## src/rtl/alu_arb_pkg.sv

```systemverilog
// alu_arb_pkg -- shared definitions for the two-requester ALU arbiter.
//   * FSM state encoding (IDLE=0, EXEC=1, RESP=2)
//   * opcode / operand / result widths
//   * opcode encoding understood by alu8bit
package alu_arb_pkg;

  localparam int OPC_W = 3;
  localparam int OPD_W = 8;
  localparam int RES_W = 16;

  typedef enum logic [1:0] {
    IDLE = 2'd0,
    EXEC = 2'd1,
    RESP = 2'd2
  } arb_state_e;

  localparam logic [OPC_W-1:0] OP_ADD = 3'd0;
  localparam logic [OPC_W-1:0] OP_SUB = 3'd1;
  localparam logic [OPC_W-1:0] OP_AND = 3'd2;
  localparam logic [OPC_W-1:0] OP_OR  = 3'd3;
  localparam logic [OPC_W-1:0] OP_XOR = 3'd4;
  localparam logic [OPC_W-1:0] OP_MUL = 3'd5;
  localparam logic [OPC_W-1:0] OP_SHL = 3'd6;
  localparam logic [OPC_W-1:0] OP_SHR = 3'd7;

endpackage

```

## src/rtl/alu_arbiter_alu8bit.sv

```systemverilog
// alu8bit -- purely combinational 8-bit ALU used as the arbiter's shared datapath.
// Ports:
//   opcode [2:0]  operation select (see alu_arb_pkg OP_*)
//   in1, in2 [7:0] operands (unsigned)
//   result [15:0] result; 8-bit ops are zero-extended, MUL gives the full product
//   flagc         ADD: carry out, SUB: borrow, SHL/SHR: bit shifted out,
//                 MUL: upper product byte non-zero, logic ops: 0
//   flagz         result == 0
module alu8bit
  import alu_arb_pkg::*;
(
  input  logic [OPC_W-1:0] opcode,
  input  logic [OPD_W-1:0] in1,
  input  logic [OPD_W-1:0] in2,
  output logic [RES_W-1:0] result,
  output logic             flagc,
  output logic             flagz
);

  logic [OPD_W:0]   sum9;
  logic [OPD_W:0]   diff9;
  logic [RES_W-1:0] prod;

  assign sum9  = {1'b0, in1} + {1'b0, in2};
  assign diff9 = {1'b0, in1} - {1'b0, in2};
  assign prod  = {8'h00, in1} * {8'h00, in2};

  always_comb begin
    result = '0;
    flagc  = 1'b0;
    unique case (opcode)
      OP_ADD: begin result = {8'h00, sum9[OPD_W-1:0]};  flagc = sum9[OPD_W];  end
      OP_SUB: begin result = {8'h00, diff9[OPD_W-1:0]}; flagc = diff9[OPD_W]; end
      OP_AND: result = {8'h00, in1 & in2};
      OP_OR:  result = {8'h00, in1 | in2};
      OP_XOR: result = {8'h00, in1 ^ in2};
      OP_MUL: begin result = prod; flagc = |prod[RES_W-1:OPD_W]; end
      OP_SHL: begin result = {8'h00, in1[OPD_W-2:0], 1'b0}; flagc = in1[OPD_W-1]; end
      OP_SHR: begin result = {8'h00, 1'b0, in1[OPD_W-1:1]}; flagc = in1[0];       end
      default: ;
    endcase
    flagz = (result == '0);
  end

endmodule

```

## src/rtl/alu_arbiter.sv

```systemverilog
// alu_arbiter -- round-robin arbiter sharing one alu8bit between two requesters.
// Each accepted operation takes three cycles: IDLE (handshake) -> EXEC (ALU runs
// from captured operands, result registered) -> RESP (response held until
// rsp_ready). At most one operation is in flight.
// Ports:
//   clk, rst                 clock, synchronous active-high reset
//   reqN_valid/ready         request handshake for requester N (0/1)
//   reqN_opcode/in1/in2      request payload
//   rsp_valid/ready          response handshake
//   rsp_id/result/flagc/z    response payload (owner id, ALU result, flags)
//   grant_cnt0/1             saturating grant counters (only with ALU_ARB_STATS_EN)
// Build option: define ALU_ARB_STATS_EN to add the grant counters and their ports.
module alu_arbiter
  import alu_arb_pkg::*;
#(
  parameter int CNT_W = 16
) (
  input  logic             clk,
  input  logic             rst,
  input  logic             req0_valid,
  output logic             req0_ready,
  input  logic [OPC_W-1:0] req0_opcode,
  input  logic [OPD_W-1:0] req0_in1,
  input  logic [OPD_W-1:0] req0_in2,
  input  logic             req1_valid,
  output logic             req1_ready,
  input  logic [OPC_W-1:0] req1_opcode,
  input  logic [OPD_W-1:0] req1_in1,
  input  logic [OPD_W-1:0] req1_in2,
  output logic             rsp_valid,
  input  logic             rsp_ready,
  output logic             rsp_id,
  output logic [RES_W-1:0] rsp_result,
  output logic             rsp_flagc,
  output logic             rsp_flagz
`ifdef ALU_ARB_STATS_EN
  ,
  output logic [CNT_W-1:0] grant_cnt0,
  output logic [CNT_W-1:0] grant_cnt1
`endif
);

  if (CNT_W < 1) begin : g_bad_cnt_w
    $error("alu_arbiter: CNT_W must be at least 1");
  end

  arb_state_e       state_q, state_d;
  logic             rr_q, rr_d;
  logic [OPC_W-1:0] opc_q, opc_d;
  logic [OPD_W-1:0] in1_q, in1_d;
  logic [OPD_W-1:0] in2_q, in2_d;
  logic             id_q, id_d;
  logic             rsp_valid_q, rsp_valid_d;
  logic             rsp_id_q, rsp_id_d;
  logic [RES_W-1:0] rsp_result_q, rsp_result_d;
  logic             rsp_flagc_q, rsp_flagc_d;
  logic             rsp_flagz_q, rsp_flagz_d;

  logic             win_valid;
  logic             win_id;
  logic             handshake;

  logic [RES_W-1:0] alu_result;
  logic             alu_flagc;
  logic             alu_flagz;

  // The ALU only ever sees captured registers, never the live request ports.
  alu8bit u_alu (
    .opcode (opc_q),
    .in1    (in1_q),
    .in2    (in2_q),
    .result (alu_result),
    .flagc  (alu_flagc),
    .flagz  (alu_flagz)
  );

  // Winner selection: rr breaks ties, a lone valid requester always wins.
  always_comb begin
    win_valid = req0_valid | req1_valid;
    if (req0_valid && req1_valid) win_id = rr_q;
    else                          win_id = req1_valid;
  end

  // Ready is suppressed during reset so nothing is captured on the reset edge.
  assign handshake  = !rst && (state_q == IDLE) && win_valid;
  assign req0_ready = handshake && (win_id == 1'b0);
  assign req1_ready = handshake && (win_id == 1'b1);

  always_comb begin
    state_d      = state_q;
    rr_d         = rr_q;
    opc_d        = opc_q;
    in1_d        = in1_q;
    in2_d        = in2_q;
    id_d         = id_q;
    rsp_valid_d  = rsp_valid_q;
    rsp_id_d     = rsp_id_q;
    rsp_result_d = rsp_result_q;
    rsp_flagc_d  = rsp_flagc_q;
    rsp_flagz_d  = rsp_flagz_q;
    unique case (state_q)
      IDLE: begin
        if (handshake) begin
          opc_d   = win_id ? req1_opcode : req0_opcode;
          in1_d   = win_id ? req1_in1    : req0_in1;
          in2_d   = win_id ? req1_in2    : req0_in2;
          id_d    = win_id;
          rr_d    = ~win_id;
          state_d = EXEC;
        end
      end
      EXEC: begin
        rsp_result_d = alu_result;
        rsp_flagc_d  = alu_flagc;
        rsp_flagz_d  = alu_flagz;
        rsp_id_d     = id_q;
        rsp_valid_d  = 1'b1;
        state_d      = RESP;
      end
      RESP: begin
        if (rsp_ready) begin
          rsp_valid_d = 1'b0;
          state_d     = IDLE;
        end
      end
      default: begin
        rsp_valid_d = 1'b0;
        state_d     = IDLE;
      end
    endcase
  end

  always_ff @(posedge clk) begin
    if (rst) begin
      state_q      <= IDLE;
      rr_q         <= 1'b0;
      opc_q        <= '0;
      in1_q        <= '0;
      in2_q        <= '0;
      id_q         <= 1'b0;
      rsp_valid_q  <= 1'b0;
      rsp_id_q     <= 1'b0;
      rsp_result_q <= '0;
      rsp_flagc_q  <= 1'b0;
      rsp_flagz_q  <= 1'b0;
    end else begin
      state_q      <= state_d;
      rr_q         <= rr_d;
      opc_q        <= opc_d;
      in1_q        <= in1_d;
      in2_q        <= in2_d;
      id_q         <= id_d;
      rsp_valid_q  <= rsp_valid_d;
      rsp_id_q     <= rsp_id_d;
      rsp_result_q <= rsp_result_d;
      rsp_flagc_q  <= rsp_flagc_d;
      rsp_flagz_q  <= rsp_flagz_d;
    end
  end

  assign rsp_valid  = rsp_valid_q;
  assign rsp_id     = rsp_id_q;
  assign rsp_result = rsp_result_q;
  assign rsp_flagc  = rsp_flagc_q;
  assign rsp_flagz  = rsp_flagz_q;

`ifdef ALU_ARB_STATS_EN
  logic [CNT_W-1:0] cnt0_q, cnt0_d;
  logic [CNT_W-1:0] cnt1_q, cnt1_d;

  // Saturating increment: counters stick at all-ones.
  always_comb begin
    cnt0_d = cnt0_q;
    cnt1_d = cnt1_q;
    if (req0_ready && (cnt0_q != '1)) cnt0_d = cnt0_q + 1'b1;
    if (req1_ready && (cnt1_q != '1)) cnt1_d = cnt1_q + 1'b1;
  end

  always_ff @(posedge clk) begin
    if (rst) begin
      cnt0_q <= '0;
      cnt1_q <= '0;
    end else begin
      cnt0_q <= cnt0_d;
      cnt1_q <= cnt1_d;
    end
  end

  assign grant_cnt0 = cnt0_q;
  assign grant_cnt1 = cnt1_q;
`endif

endmodule

```

## config.mk

```make
export PLATFORM = sky130hd
export DESIGN_NAME = alu_arbiter
export DESIGN_NICKNAME = d
export VERILOG_FILES = /design/src/rtl/alu_arb_pkg.sv /design/src/rtl/alu_arbiter_alu8bit.sv /design/src/rtl/alu_arbiter.sv
export SDC_FILE = /design/constraint.sdc
export NUM_CORES = 1
export LEC_CHECK = 0
export CORE_ASPECT_RATIO = 0.9
export CORE_MARGIN = 1.5
export CORE_UTILIZATION = 52
export CTS_CLUSTER_DIAMETER = 60
export CTS_CLUSTER_SIZE = 20
export DETAILED_ROUTE_END_ITERATION = 7
export GPL_TIMING_DRIVEN = 1
export PLACE_DENSITY_LB_ADDON = 0.05
export SETUP_SLACK_MARGIN = 0.2
export SYNTH_ARGS = -nofsm -noshare
export SYNTH_HDL_FRONTEND = slang
export SYNTH_HIERARCHICAL = 1
export SYNTH_SLANG_ARGS = --single-unit
export TNS_END_PERCENT = 50
```

## constraint.sdc

```tcl
create_clock -name clk -period 4.7 [get_ports clk]
set_input_delay 0.705 -clock clk [delete_from_list [all_inputs] [get_ports clk]]
set_output_delay 0.705 -clock clk [all_outputs]
set_load 0.03 [all_outputs]
```

==> flow_summary.yaml <==
hold_path:
  hold_class: "reg -> reg"
clocking:
  cts_tree: "done"
  clockRootBuffer: "clkbuf_8"
  hold_buffers: 0
  htreeDepth: 2
  clock_path_buffers: 2
  clkLatencyLatePin_ns: 0.31
  path_clk_slew_ns: 0.09
  cts.sinks: 43
  numCtsBuffers: 5
critical_path:
  required_ns: 4.94
  ff2ff_setup_slack_ns: -0.06
  cpPeakStageDelay_ns: 0.54
  startpoint_type: "flop"
  critPathCaptureType: "flop"
  worstPathMaxFanout: 4
  worst-path-buf-inv: 2
  crit_chain: "ha_2 -> fa_2 -> fa_1 -> fa_1 -> inv_1 -> fa_1 -> inv_2 -> ha_4 -> nand3_2 -> o22ai_4 -> nor2_1 -> xnor2_1 -> a21oi_1 -> nand4bb_1 -> or4_4 -> nor4_2 -> nand2_1 -> a21oi_2"
  crit_top_cell: "fa_1"
  cp_slowest_cell: "fa_1"
  critPathKind: "reg -> reg"
  cp.arrival_ns: 5.00
  critPathTopFamily: "adder cells"
power_and_ir_drop:
  p_per_area_nw_per_um2: 217
  combPwrFrac_pct: 54.1
  p_switching_mw: 0.639
  internal_power_mw: 0.869
  peakVddDrop_v: 0.000254
  sw_frac_of_total_pct: 42.4
  seqPwrFrac_pct: 29.0
  p_leak_nw: 3.06
  total_power_mw: 1.51
  p_clk_share_pct: 16.9
route:
  num_vias: 5036
  wl_per_cell_um: 17.7
  postRouteAntennaNets: 0
  drc_errors: 0
  drtPass1Iterations: 5
  vias_per_cell: 5.59
  drt_iter0_drc: 307
  wirelength_um: 15900
final_layout:
  fin_util_pct: 71.6
  areaGrowthSynthToFinish_pct: 33.3
  multi_input_area_um2: 4150
  layout_common_cells: "buf_4 (80), nor2_1 (75), nand2_1 (65)"
  ff_latch_area_um2: 906
  fillCellCount: 785
  n_antenna_cell: 0
  layout_commonest_cell: "buf_4"
  post-route-cell-area_um2: 6950
  final_layout_size_suffix_gt1_share_pct: 26.3
  finalNetCount: 915
global_routing:
  grt_pass1_wl_um: 25600
  grt_pass1_vias: 5120
  grt_max_degree: 40
  gr-total-overflow: 0
  grt_antenna_before_repair: 0
  track_usage_pct: 30.8
yosys:
  netlist_area_um2: 5220
  ys_types: 66
  async_flop_share_pct: 0
  syn_nets: 790
  avgSynthCellArea_um2: 8.04
  ys.warnings.count: 6
  netlist.area_leader.share_pct: 16.5
  synth_ff_type: "dfxtp_1"
  synth_cells: 649
  ys_seq_elements: 43
  ys_seq_area_share_pct: 16.5
  synth_edf_count: 0
  synth_top_area_cell: "dfxtp_1"
  synth_area_leaders: "dfxtp_1 (17%), fa_1 (15%), ha_1 (14%)"
sta:
  tightest_slew_ns: 0.944
  setup_ws_ns: -0.0574
  drv_slew: 0
  rsz0062_at_grt: "yes"
  min_period_over_period_pct: 101
  finalHoldViolations: 0
  fin_setup_tns_ns: -0.0574
  post-route-min-period_ns: 4.76
  setup_viol: 1
  relSlewSlack_pct: 37.0
  timing.fmax_ghz: 0.210
  fin_skew_ns: 0.00499
floorplan:
  initial_core_util_pct: 53.8
  io_pins: 65
  rows: 34
  core_area_um2: 9700
  die_width_um: 109
  dieArea_um2: 10600
  fp.dieH_um: 98.0
placement:
  port-buffer-count: 64
  place.gp.congestion: 0.938
  hpwl_um: 12700
  postPlaceCellArea_um2: 6480
status:
  violations: "negative setup slack"
  status: "complete, but fails checks"
run:
  drv_cap: 0
## kinds of logic (layout without fill, tap and decap cells)
logic type	after synthesis	after routing	synth area share [%]
adder cells (fa/ha/maj)	98	98	29.0
multiplexers	18	18	4.70
AO/OA/AOI/OAI	141	141	18.3
flip-flops	43	43	16.5
buffers and inverters	112	238	9.88
XOR/XNOR	16	16	2.69
AND/OR/NAND/NOR	221	221	19.0
## power by group through the flow
stage          registers (mW)  logic, mW  clock network, mW
2_1_floorplan           0.446      0.474                  0
3_3_place_gp            0.439      0.743                  0
3_5_place_dp            0.441      0.752                  0
4_1_cts                 0.435      0.771              0.260
5_1_grt                 0.442      0.886              0.275
6_report                0.438      0.815              0.255
## worst paths after layout
check                 startpoint              to  cells past startpoint
setup / recovery        in1_q[3]       rsp_flagz                     18
hold reg to reg   rsp_result[15]  rsp_result[15]                      2
setup reg to reg        in1_q[3]       rsp_flagz                     18
hold / removal    rsp_result[15]  rsp_result[15]                      2
## final cells by class
type                    instances  area share (%)
clock inverters                 3           0.378
flip-flops and latches         43            13.0
clock buffers                   5           0.990
repair buffers                148            18.5
well taps                     126            2.27
multi-input cells             494            59.8
inverters                      82            5.04
## cells in the mapped netlist, drive strengths merged (2+ instances only)
cell     count
a21oi       62
a41oi        2
a211o        2
dfxtp       43
inv         77
xnor2       12
o2111ai      2
mux2i       11
a22oi        2
nand3       25
buf         19
or2          2
a211oi      19
clkinv       5
mux2         2
o21bai       6
nor2b        6
ha          60
a311oi       2
o21ai       17
and3         3
nor4         2
o31ai        3
or3          3
a21o         4
nor2        86
nand2b       2
mux4         5
o211ai       4
nor3         8
nand2       72
xor2         4
and2         6
o21ba        2
fa          38
a221oi       2
o22ai        2
clkbuf      11
o41ai        3
## flip-flops by register name, summed over array words and instances (netlist names)
| signal | flops |
|---|---|
| id_q | 1 |
| in1_q | 8 |
| in2_q | 8 |
| opc_q | 3 |
| rr_q | 1 |
| rsp_flagc | 1 |
| rsp_flagz | 1 |
| rsp_id | 1 |
| rsp_result | 16 |
| rsp_valid | 1 |
| state_q | 2 |
## metrics by stage
stage / hold slack, ns / instances / setup WS [ns]
detailed placement: 0.450 / 882 / -0.321
floorplan: 0.426 / 649 / 0.0275
global route: 0.482 / 901 / -0.263
CTS: 0.465 / 895 / -0.0186
finish: 0.460 / 901 / -0.0574
global placement: 0.441 / 882 / -0.189
## repair_timing
item	CTS	global route
setup buffers	5	6
endpoints found under the setup margin	6	7
pin swaps	10	14
gates resized for setup	26	52
## worst min-delay path: cells and delay by family (launching register included)
kind,cells,cell delay (ns)
compound gates,1,0.05
flops,1,0.32
simple gates,1,0.05
## metal layers
layer	up-vias	GRT usage, %	part of all wire (%)
met5	-	0	0
met3	22	2.87	5.5
li1	2439	-	-
met2	177	49.6	46
met4	0	7.39	2.0
met1	2398	44.4	47
No activity file was read; power rests on OpenSTA's default activity.
